===== src/rtl/dual_wb_queue_if.sv =====
// dual_wb_queue_if: retire-side push bundle and register-file drain bundle
// for the dual-issue writeback queue, plus its scoreboard/occupancy outputs.
interface dual_wb_queue_if #(
    parameter int AW = 2
);
    logic          flush;
    logic [1:0]    in_valid;
    logic [4:0]    in_addr1;
    logic [31:0]   in_data1;
    logic [4:0]    in_addr2;
    logic [31:0]   in_data2;
    logic          in_ready;
    logic          stall;
    logic [1:0]    reg_write_en;
    logic [4:0]    reg_write_addr1;
    logic [31:0]   reg_write_data1;
    logic [4:0]    reg_write_addr2;
    logic [31:0]   reg_write_data2;
    logic [31:0]   pending_mask;
    logic [AW:0]   count;

    modport master (
        output flush, in_valid, in_addr1, in_data1, in_addr2, in_data2,
        output stall,
        input  in_ready, reg_write_en, reg_write_addr1, reg_write_data1,
        input  reg_write_addr2, reg_write_data2, pending_mask, count
    );

    modport slave (
        input  flush, in_valid, in_addr1, in_data1, in_addr2, in_data2,
        input  stall,
        output in_ready, reg_write_en, reg_write_addr1, reg_write_data1,
        output reg_write_addr2, reg_write_data2, pending_mask, count
    );
endinterface


===== src/rtl/dual_wb_queue.sv =====
// dual_wb_queue: 2-in/2-out writeback queue feeding the register file.
// Optional zero-latency empty-queue bypass when WB_QUEUE_BYPASS_EN is defined.
module dual_wb_queue #(
    parameter int DEPTH = 4,
    parameter int AW    = 2
) (
    input logic clk,
    input logic rst,
    dual_wb_queue_if.slave bus
);
    localparam int CW = AW + 1;

    logic [4:0]    addr_q [DEPTH];
    logic [31:0]   data_q [DEPTH];
    logic [AW-1:0] rd_ptr;
    logic [AW-1:0] wr_ptr;
    logic [AW-1:0] rd_sec;
    logic [AW-1:0] wr_sec;
    logic [AW:0]   count_q;
    logic [AW:0]   n_push;
    logic [AW:0]   n_pop;
    logic          ready;
    logic          acc0;
    logic          acc1;
    logic          st0;
    logic          st1;
    logic          pop0;
    logic          pop1;
    logic          bypass;
    logic          v0;
    logic          v1;

    // Push side: acceptance, x0 discard and storage slot selection
    always_comb begin
        ready = count_q <= CW'(DEPTH - 2);
        acc0 = ready && bus.in_valid[0] && (bus.in_addr1 != 5'd0);
        acc1 = ready && bus.in_valid[1] && (bus.in_addr2 != 5'd0);
`ifdef WB_QUEUE_BYPASS_EN
        bypass = (count_q == '0) && !bus.stall && acc0 && acc1;
`else
        bypass = 1'b0;
`endif
        st0 = acc0 && !bypass;
        st1 = acc1 && !bypass;
        wr_sec = wr_ptr + AW'(st0);
        n_push = CW'(st0) + CW'(st1);
    end

    // Drain side: present the two oldest entries (or bypassed inputs)
    always_comb begin
        rd_sec = rd_ptr + AW'(1);
        pop0 = !bus.stall && (count_q >= CW'(1));
        pop1 = !bus.stall && (count_q >= CW'(2));
        n_pop = CW'(pop0) + CW'(pop1);
        v0 = pop0;
        v1 = pop1;
        bus.reg_write_addr1 = addr_q[rd_ptr];
        bus.reg_write_data1 = data_q[rd_ptr];
        bus.reg_write_addr2 = addr_q[rd_sec];
        bus.reg_write_data2 = data_q[rd_sec];
        if (bypass) begin
            v0 = 1'b1;
            v1 = 1'b1;
            bus.reg_write_addr1 = bus.in_addr1;
            bus.reg_write_data1 = bus.in_data1;
            bus.reg_write_addr2 = bus.in_addr2;
            bus.reg_write_data2 = bus.in_data2;
        end
        // younger write wins when both target the same register
        bus.reg_write_en[1] = v1;
        bus.reg_write_en[0] = v0 && !(v1 &&
            (bus.reg_write_addr1 == bus.reg_write_addr2));
        bus.in_ready = ready;
        bus.count = count_q;
    end

    // Scoreboard: one-hot destination of every occupied slot
    always_comb begin
        logic [AW-1:0] off;
        bus.pending_mask = '0;
        off = '0;
        for (int i = 0; i < DEPTH; i++) begin
            off = AW'(i) - rd_ptr;
            if ({1'b0, off} < count_q)
                bus.pending_mask[addr_q[i]] = 1'b1;
        end
        bus.pending_mask[0] = 1'b0;
    end

    // Pointer and occupancy update; flush and reset empty the queue
    always_ff @(posedge clk) begin
        if (rst || bus.flush) begin
            rd_ptr <= '0;
            wr_ptr <= '0;
            count_q <= '0;
        end else begin
            rd_ptr <= rd_ptr + AW'(n_pop);
            wr_ptr <= wr_ptr + AW'(n_push);
            count_q <= count_q + n_push - n_pop;
        end
    end

    // Entry storage writes in program order
    always_ff @(posedge clk) begin
        if (!rst && !bus.flush) begin
            if (st0) begin
                addr_q[wr_ptr] <= bus.in_addr1;
                data_q[wr_ptr] <= bus.in_data1;
            end
            if (st1) begin
                addr_q[wr_sec] <= bus.in_addr2;
                data_q[wr_sec] <= bus.in_data2;
            end
        end
    end
endmodule

===== src/flat_wrapper.sv =====
// flat-port wrapper written by rule: the top's interface ports become plain ports
module dual_wb_queue_flat 
#(
    parameter int DEPTH = 4,
    parameter int AW    = 2
)
  (clk, rst, bus_flush, bus_in_valid, bus_in_addr1, bus_in_data1, bus_in_addr2, bus_in_data2, bus_stall, bus_in_ready, bus_reg_write_en, bus_reg_write_addr1, bus_reg_write_data1, bus_reg_write_addr2, bus_reg_write_data2, bus_pending_mask, bus_count);
  dual_wb_queue_if #(.AW(AW)) bus_i ();
  input logic clk;
  input logic rst;
  input wire logic [$bits(bus_i.flush)-1:0] bus_flush;
  input wire logic [$bits(bus_i.in_valid)-1:0] bus_in_valid;
  input wire logic [$bits(bus_i.in_addr1)-1:0] bus_in_addr1;
  input wire logic [$bits(bus_i.in_data1)-1:0] bus_in_data1;
  input wire logic [$bits(bus_i.in_addr2)-1:0] bus_in_addr2;
  input wire logic [$bits(bus_i.in_data2)-1:0] bus_in_data2;
  input wire logic [$bits(bus_i.stall)-1:0] bus_stall;
  output wire logic [$bits(bus_i.in_ready)-1:0] bus_in_ready;
  output wire logic [$bits(bus_i.reg_write_en)-1:0] bus_reg_write_en;
  output wire logic [$bits(bus_i.reg_write_addr1)-1:0] bus_reg_write_addr1;
  output wire logic [$bits(bus_i.reg_write_data1)-1:0] bus_reg_write_data1;
  output wire logic [$bits(bus_i.reg_write_addr2)-1:0] bus_reg_write_addr2;
  output wire logic [$bits(bus_i.reg_write_data2)-1:0] bus_reg_write_data2;
  output wire logic [$bits(bus_i.pending_mask)-1:0] bus_pending_mask;
  output wire logic [$bits(bus_i.count)-1:0] bus_count;
  assign bus_i.flush = bus_flush;
  assign bus_i.in_valid = bus_in_valid;
  assign bus_i.in_addr1 = bus_in_addr1;
  assign bus_i.in_data1 = bus_in_data1;
  assign bus_i.in_addr2 = bus_in_addr2;
  assign bus_i.in_data2 = bus_in_data2;
  assign bus_i.stall = bus_stall;
  assign bus_in_ready = bus_i.in_ready;
  assign bus_reg_write_en = bus_i.reg_write_en;
  assign bus_reg_write_addr1 = bus_i.reg_write_addr1;
  assign bus_reg_write_data1 = bus_i.reg_write_data1;
  assign bus_reg_write_addr2 = bus_i.reg_write_addr2;
  assign bus_reg_write_data2 = bus_i.reg_write_data2;
  assign bus_pending_mask = bus_i.pending_mask;
  assign bus_count = bus_i.count;
  dual_wb_queue #(.DEPTH(DEPTH), .AW(AW)) u_core (.clk(clk), .rst(rst), .bus(bus_i));
endmodule

===== config.mk =====
export PLATFORM = sky130hd
export DESIGN_NAME = dual_wb_queue_flat
export DESIGN_NICKNAME = d
export VERILOG_FILES = /design/src/rtl/dual_wb_queue_if.sv /design/src/rtl/dual_wb_queue.sv /design/src/flat_wrapper.sv
export SDC_FILE = /design/constraint.sdc
export NUM_CORES = 1
export LEC_CHECK = 0
export ABC_AREA = 1
export ABC_CLOCK_PERIOD_IN_PS = 3250
export CAP_MARGIN = 20
export CELL_PAD_IN_SITES_DETAIL_PLACEMENT = 0
export CELL_PAD_IN_SITES_GLOBAL_PLACEMENT = 1
export CORE_MARGIN = 5
export CORE_UTILIZATION = 36
export DETAILED_ROUTE_END_ITERATION = 10
export GPL_TIMING_DRIVEN = 0
export PLACE_DENSITY_LB_ADDON = 0.1
export SYNTH_ARGS = -nofsm -noshare
export SYNTH_HDL_FRONTEND = slang
export SYNTH_SLANG_ARGS = --single-unit
export TNS_END_PERCENT = 30

===== constraint.sdc =====
create_clock -name clk -period 3.25 [get_ports clk]
set_input_delay 0.325 -clock clk [delete_from_list [all_inputs] [get_ports clk]]
set_output_delay 0.325 -clock clk [all_outputs]
set_load 0.02 [all_outputs]

==> metrics, run 1 <==
result of the run=finished, final reports clean; non-filler instance count after layout=1867; layout cell share with drive strength beyond 1=14.9%; RSZ-0062 raised after global routing=true; placeable core area=27900 µm²; Gate Count Post-Synth=1240; cell row count=61; Die X=179 µm; detailed router's first-iteration violation count=972; capturing element type of the critical path=output port; area overhead of the layout relative to synthesis=34.1%; Fin. Hold Viols=0; overall track demand over capacity in global routing=24.3%; highest fanout seen on the critical path=10; dominant cell type by area after synthesis=edfxtp_1; min Tclk post-route=3150 ps; count of max-cap constraint violations=0; remaining routing DRC violations=0; via density per instance=5.43; antenna violation net count after detailed routing=0; via count of the first global-routing pass=10000; Post-Synthesis Net Count=1333; number of sinks handled by clock tree synthesis=155; initial core utilization=36.7%; worst endpoint data arrival time=2830 ps; Rel. slew slack=40.8%; clock-pin slew reported for the worst setup and hold paths after clock tree synthesis=70 ps; Die Ht=179 µm; first-pass GRT wire length=58.5 mm; synthesized flop and latch total=155; sequential fraction of the synthesis area=44.7%; drt total wl=39.1 mm; Yosys cell types=33; clock tree from TritonCTS=yes; number of buffers added to fix hold violations after cts=0; element type at the critical path start=flop; floorplan die area=32000 µm²; Clk Tree Root Cell=clkbuf_16; placed insts=1814; slew at the pin with the worst max-slew slack=885 ps; setup violation total in the final timing report=0; placed wire-length estimate after detailed placement=27.4 mm; Hold Path Class=in -> reg; global placement routability congestion=0.875; Fin Clk Skew=13.2 ps; leak pwr=5.94 nW; Max H-tree Level=4; share of synthesized flip-flops with an asynchronous set or reset=0%; Worst EP required=2920 ps; count of buffers from port buffering=190; maximum clock frequency=317 MHz; # IOs=192; antenna violations before repair=2; top flip-flop cell by instance count after synthesis=edfxtp_1; top cells by area in the synthesized netlist=edfxtp_1 (43%), nand2_1 (12%), inv_1 (5.8%); number of nets at the end of the flow=1567; highest-count cells in the layout ignoring fill and taps=nand2_1 (323), inv_1 (158), clkdlybuf4s50_1 (157); cell area after synthesis=10300 µm²; maximum vdd drop=353 µV; number of enable-type register cells in the synthesized netlist=148; routed len/inst=21.0 µm; power density cells=595 nW/µm²; latest clock arrival within the worst-skew pair=430 ps; most common cell after layout, fill and taps aside=nand2_1; fin crit share=97.0%; Yosys top cell area share=43.3%; Pins Over Slew Limit=0; placement-stage worst setup slack=-358 ps; total congestion overflow=0; min setup slack post-route=98.3 ps; number of buffers created by CTS=17; final core area utilization=49.3%; mean instance size in the synthesized netlist=8.28 µm²; largest net degree at the start of global routing=21; worst setup path category=reg -> out; total iterations of the first detailed-routing run=5; maximum number of buffers from clock root to sink=2; Warnings, synthesis=0; detailed-route via count=10100; total chip power=0.00819 W
Yosys cell counts, drive strengths merged, types with 2 or more instances:
library cell and count:
a21oi 23, a221o 13, a22oi 65, buf 50
clkbuf 32, dfxtp 7, edfxtp 148, fa 2
ha 11, inv 162, nand2 330, nand3 69
nor2 61, nor3 36, o21ai 157, o221ai 51
o22ai 13, xnor2 2, xor2 3
stage by stage:
| step | hold slack (ps) | setup TNS (ps) | instance area, µm² |
|---|---|---|---|
| final | 557 | 0 | 13800 |
| after global routing | 582 | -104 | 13800 |
| after global placement | 576 | -211370 | 12600 |
| after floorplan | 504 | -11350 | 10300 |
| after CTS | 553 | -572 | 13700 |
| after detailed placement | 593 | -41310 | 12800 |
final cells by class:
class / count / area, µm²
Antenna cell: 2 / 5.00
Buffer: 82 / 569
Clock buffer: 18 / 429
Clock inverter: 14 / 201
Fill cell: 2727 / 14200
Inverter: 163 / 613
Multi-Input combinational cell: 840 / 4750
Sequential cell: 155 / 4580
Tap cell: 378 / 473
Timing Repair Buffer: 215 / 2130
critical path, stage by stage (launching register included):
cell	delay [ps]
dfxtp_1	340
buf_4	190
nand2_4	130
inv_1	220
clkbuf_1	550
a221o_1	320
clkdlybuf4s50_1	630
power by group:
part / leakage (nW) / switching [W] / internal (W)
clock: 0.308 / 0.000915 / 0.00125
combinational: 4.23 / 0.00215 / 0.00144
sequential: 1.40 / 0.0000731 / 0.00236
total: 5.94 / 0.00314 / 0.00504
logic make-up after synthesis:
group	share of synthesized area, %
simple gates	20.1
compound gates	21.9
buf+inv	11.1
flops	44.7
fa+ha+maj	1.73
xor+xnor	0.427
other cells	0.0365
metal layers:
layer | global-route usage, % | wire (µm) | vias to the layer above | share of wire [%]
li1 | - | - | 4801 | -
met2 | 39.3 | 18200 | 460 | 46
met4 | 6.78 | 801 | 0 | 2.0
met5 | 0 | 0 | - | 0
met1 | 34.0 | 17300 | 4826 | 44
met3 | 3.46 | 2830 | 42 | 7.2
final timing paths:
path / startpoint / to / depth (start not counted) / slack, ps
max: u_core.rd_ptr[0] / bus_reg_write_data2[21] / 6 / 100
min: rst / u_core.rd_ptr[1] / 4 / 560
max reg2reg: u_core.bus.count[1] / u_core.addr_q[1][4] / 14 / 340
min reg2reg: u_core.rd_ptr[0] / u_core.rd_ptr[0] / 3 / 610
sequential cells by signal, summed over array words and instances, names as in the netlist:
register          cells
u_core.wr_ptr         2
u_core.addr_q        20
u_core.rd_ptr         2
u_core.bus.count      3
u_core.data_q       128
what timing repair did:
item                                    4_1_cts  5_1_grt
endpoints found under the setup margin       88      130
resized for setup                            70       62
setup buffers                                16        3
pin swaps                                     6        2
(Power assumes the default switching activity.)
==> inputs of run 2 (changes only) <==
- CORE_UTILIZATION: 36 -> 37
- CTS_BUF_LIST: default -> sky130_fd_sc_hd__clkbuf_4 sky130_fd_sc_hd__clkbuf_8
==> run 2 against run 1 <==
  * Utilization shrank 0.75 points
  * Global-route usage barely moved
  * Largest power group unchanged
  * Highest routed layer is now met5
  * Via count is 0.62% higher
  * First-iteration DRC count rose by 1.5%
  * Power is 9.7% lower
  * Setup slack worse by 24 ps
  * Final cell count fell by 0.27%
  * Sequential power barely moved
  * Clock skew grew 1.6 ps
==> metrics, run 2 (synthesis results as in run 1) <==
first-pass GRT wire length=57.7 mm; antenna violation net count after detailed routing=0; DR WL met2=18.3 mm; setup violation total in the final timing report=0; Max H-tree Level=4; accumulated negative setup slack=0 ps; most common cell after layout, fill and taps aside=nand2_1; element type at the critical path start=flop; clock tree from TritonCTS=yes; initial core utilization=37.2%; slew at the pin with the worst max-slew slack=877 ps; total congestion overflow=0; worst endpoint data arrival time=2850 ps; met3 routed wirelength=3.01 mm; number of nets at the end of the flow=1564; Die Ht=177 µm; leak pwr=5.70 nW; internal power=0.00433 W; switching part of the total=41.5%; cell row count=61; overall track demand over capacity in global routing=24.3%; highest-count cells in the layout ignoring fill and taps=nand2_1 (324), inv_1 (158), clkdlybuf4s50_1 (154); Reg power frac=32.9%; remaining routing DRC violations=0; clock-pin slew reported for the worst setup and hold paths after clock tree synthesis=90 ps; placed wire-length estimate after detailed placement=27.0 mm; fin crit share=97.7%; global placement routability congestion=0.879; layout cell share with drive strength beyond 1=15.8%; highest fanout seen on the critical path=10; RSZ-0062 raised after global routing=true; drt total wl=38.6 mm; register with the most flip-flops=u_core.data_q; via density per instance=5.47; routed len/inst=20.7 µm; # IOs=192; placeable core area=27600 µm²; worst setup path category=reg -> out; Rel. slew slack=41.3%; detailed router's first-iteration violation count=987; maximum clock frequency=315 MHz; Clk Tree Root Cell=clkbuf_8; Pins Over Slew Limit=0; highest routed metal layer=met5; count of buffers from port buffering=190; floorplan die area=31200 µm²; detailed-route via count=10200; largest net degree at the start of global routing=23; Die X=177 µm; number of sinks handled by clock tree synthesis=155; Hold Slack=537 ps; min Tclk post-route=3180 ps; Net Switching=0.00306 W; area overhead of the layout relative to synthesis=30.2%; number of buffers added to fix hold violations after cts=0; Worst EP required=2920 ps; number of buffers created by CTS=17; count of max-cap constraint violations=0; maximum number of buffers from clock root to sink=2; power density cells=553 nW/µm²; placed insts=1812; proportion of power drawn by combinational gates=48.0%; capturing element type of the critical path=output port; routed metal-1 wire length=16.5 mm; via count of the first global-routing pass=10100; Fin Clk Skew=14.8 ps; number of flip-flops under the largest register name=128; latest clock arrival within the worst-skew pair=470 ps; antenna violations before repair=1; total iterations of the first detailed-routing run=5; Fin. Hold Viols=0; maximum vdd drop=278 µV; Hold Path Class=in -> reg; result of the run=finished, final reports clean; non-filler instance count after layout=1862; clock network fraction of design power=19.1%; diodes inserted=0; minimum setup slack among reg-to-reg paths=220 ps
run 2: cell type report:
cell class | instances | area, µm²
clock buffers | 18 | 241
inverters | 163 | 613
repair buffers | 212 | 2020
clock inverters | 14 | 129
well taps | 378 | 473
plain buffers | 82 | 562
fillers | 2678 | 14200
multi-input cells | 840 | 4740
flip-flops and latches | 155 | 4580
run 2: stage by stage:
step	power [W]	setup WS, ps	cell area, µm²	utilization, %
after floorplan	0.00433	-154	10300	-
after CTS	0.00727	-25.7	13300	48.4
after global routing	0.00776	-65.3	13400	48.5
after detailed placement	0.00574	-331	12800	46.3
after global placement	0.00571	-1940	12600	45.9
final	0.00739	74.7	13400	48.5
run 2: critical path, stage by stage, from the launching register on:
cell and delay [ps]:
dfxtp_1 320, buf_4 180, inv_2 120, nand2_1 100, buf_4 200, buf_4 210, buf_2 220, o221ai_1 340
clkdlybuf4s50_1 680
run 2: routing by layer:
| layer | GRT usage [%] | vias up |
|---|---|---|
| met1 | 33.1 | 4849 |
| met2 | 40.0 | 474 |
| li1 | - | 4793 |
| met3 | 4.45 | 74 |
| met5 | 0 | - |
| met4 | 6.51 | 2 |
run 2: power by group through the flow:
stage	combinational, W	clock, W	sequential (W)
global placement	0.00323	0	0.00248
detailed placement	0.00327	0	0.00247
CTS	0.00342	0.00142	0.00243
global route	0.00382	0.00149	0.00244
floorplan	0.00186	0	0.00247
finish	0.00355	0.00141	0.00243
run 2: final timing paths:
path,start,to,cells after the start
worst max-delay path,u_core.rd_ptr[0],bus_reg_write_data1[21],8
worst min-delay path,rst,u_core.rd_ptr[1],4
worst max register to register,u_core.bus.count[1],u_core.addr_q[0][2],13
worst min register to register,u_core.rd_ptr[0],u_core.rd_ptr[0],3
run 2: repair_timing:
item | 4_1_cts | 5_1_grt
setup buffers | 11 | 7
pin swaps | 5 | 4
setup endpoints to repair | 93 | 79
gates resized for setup | 80 | 78
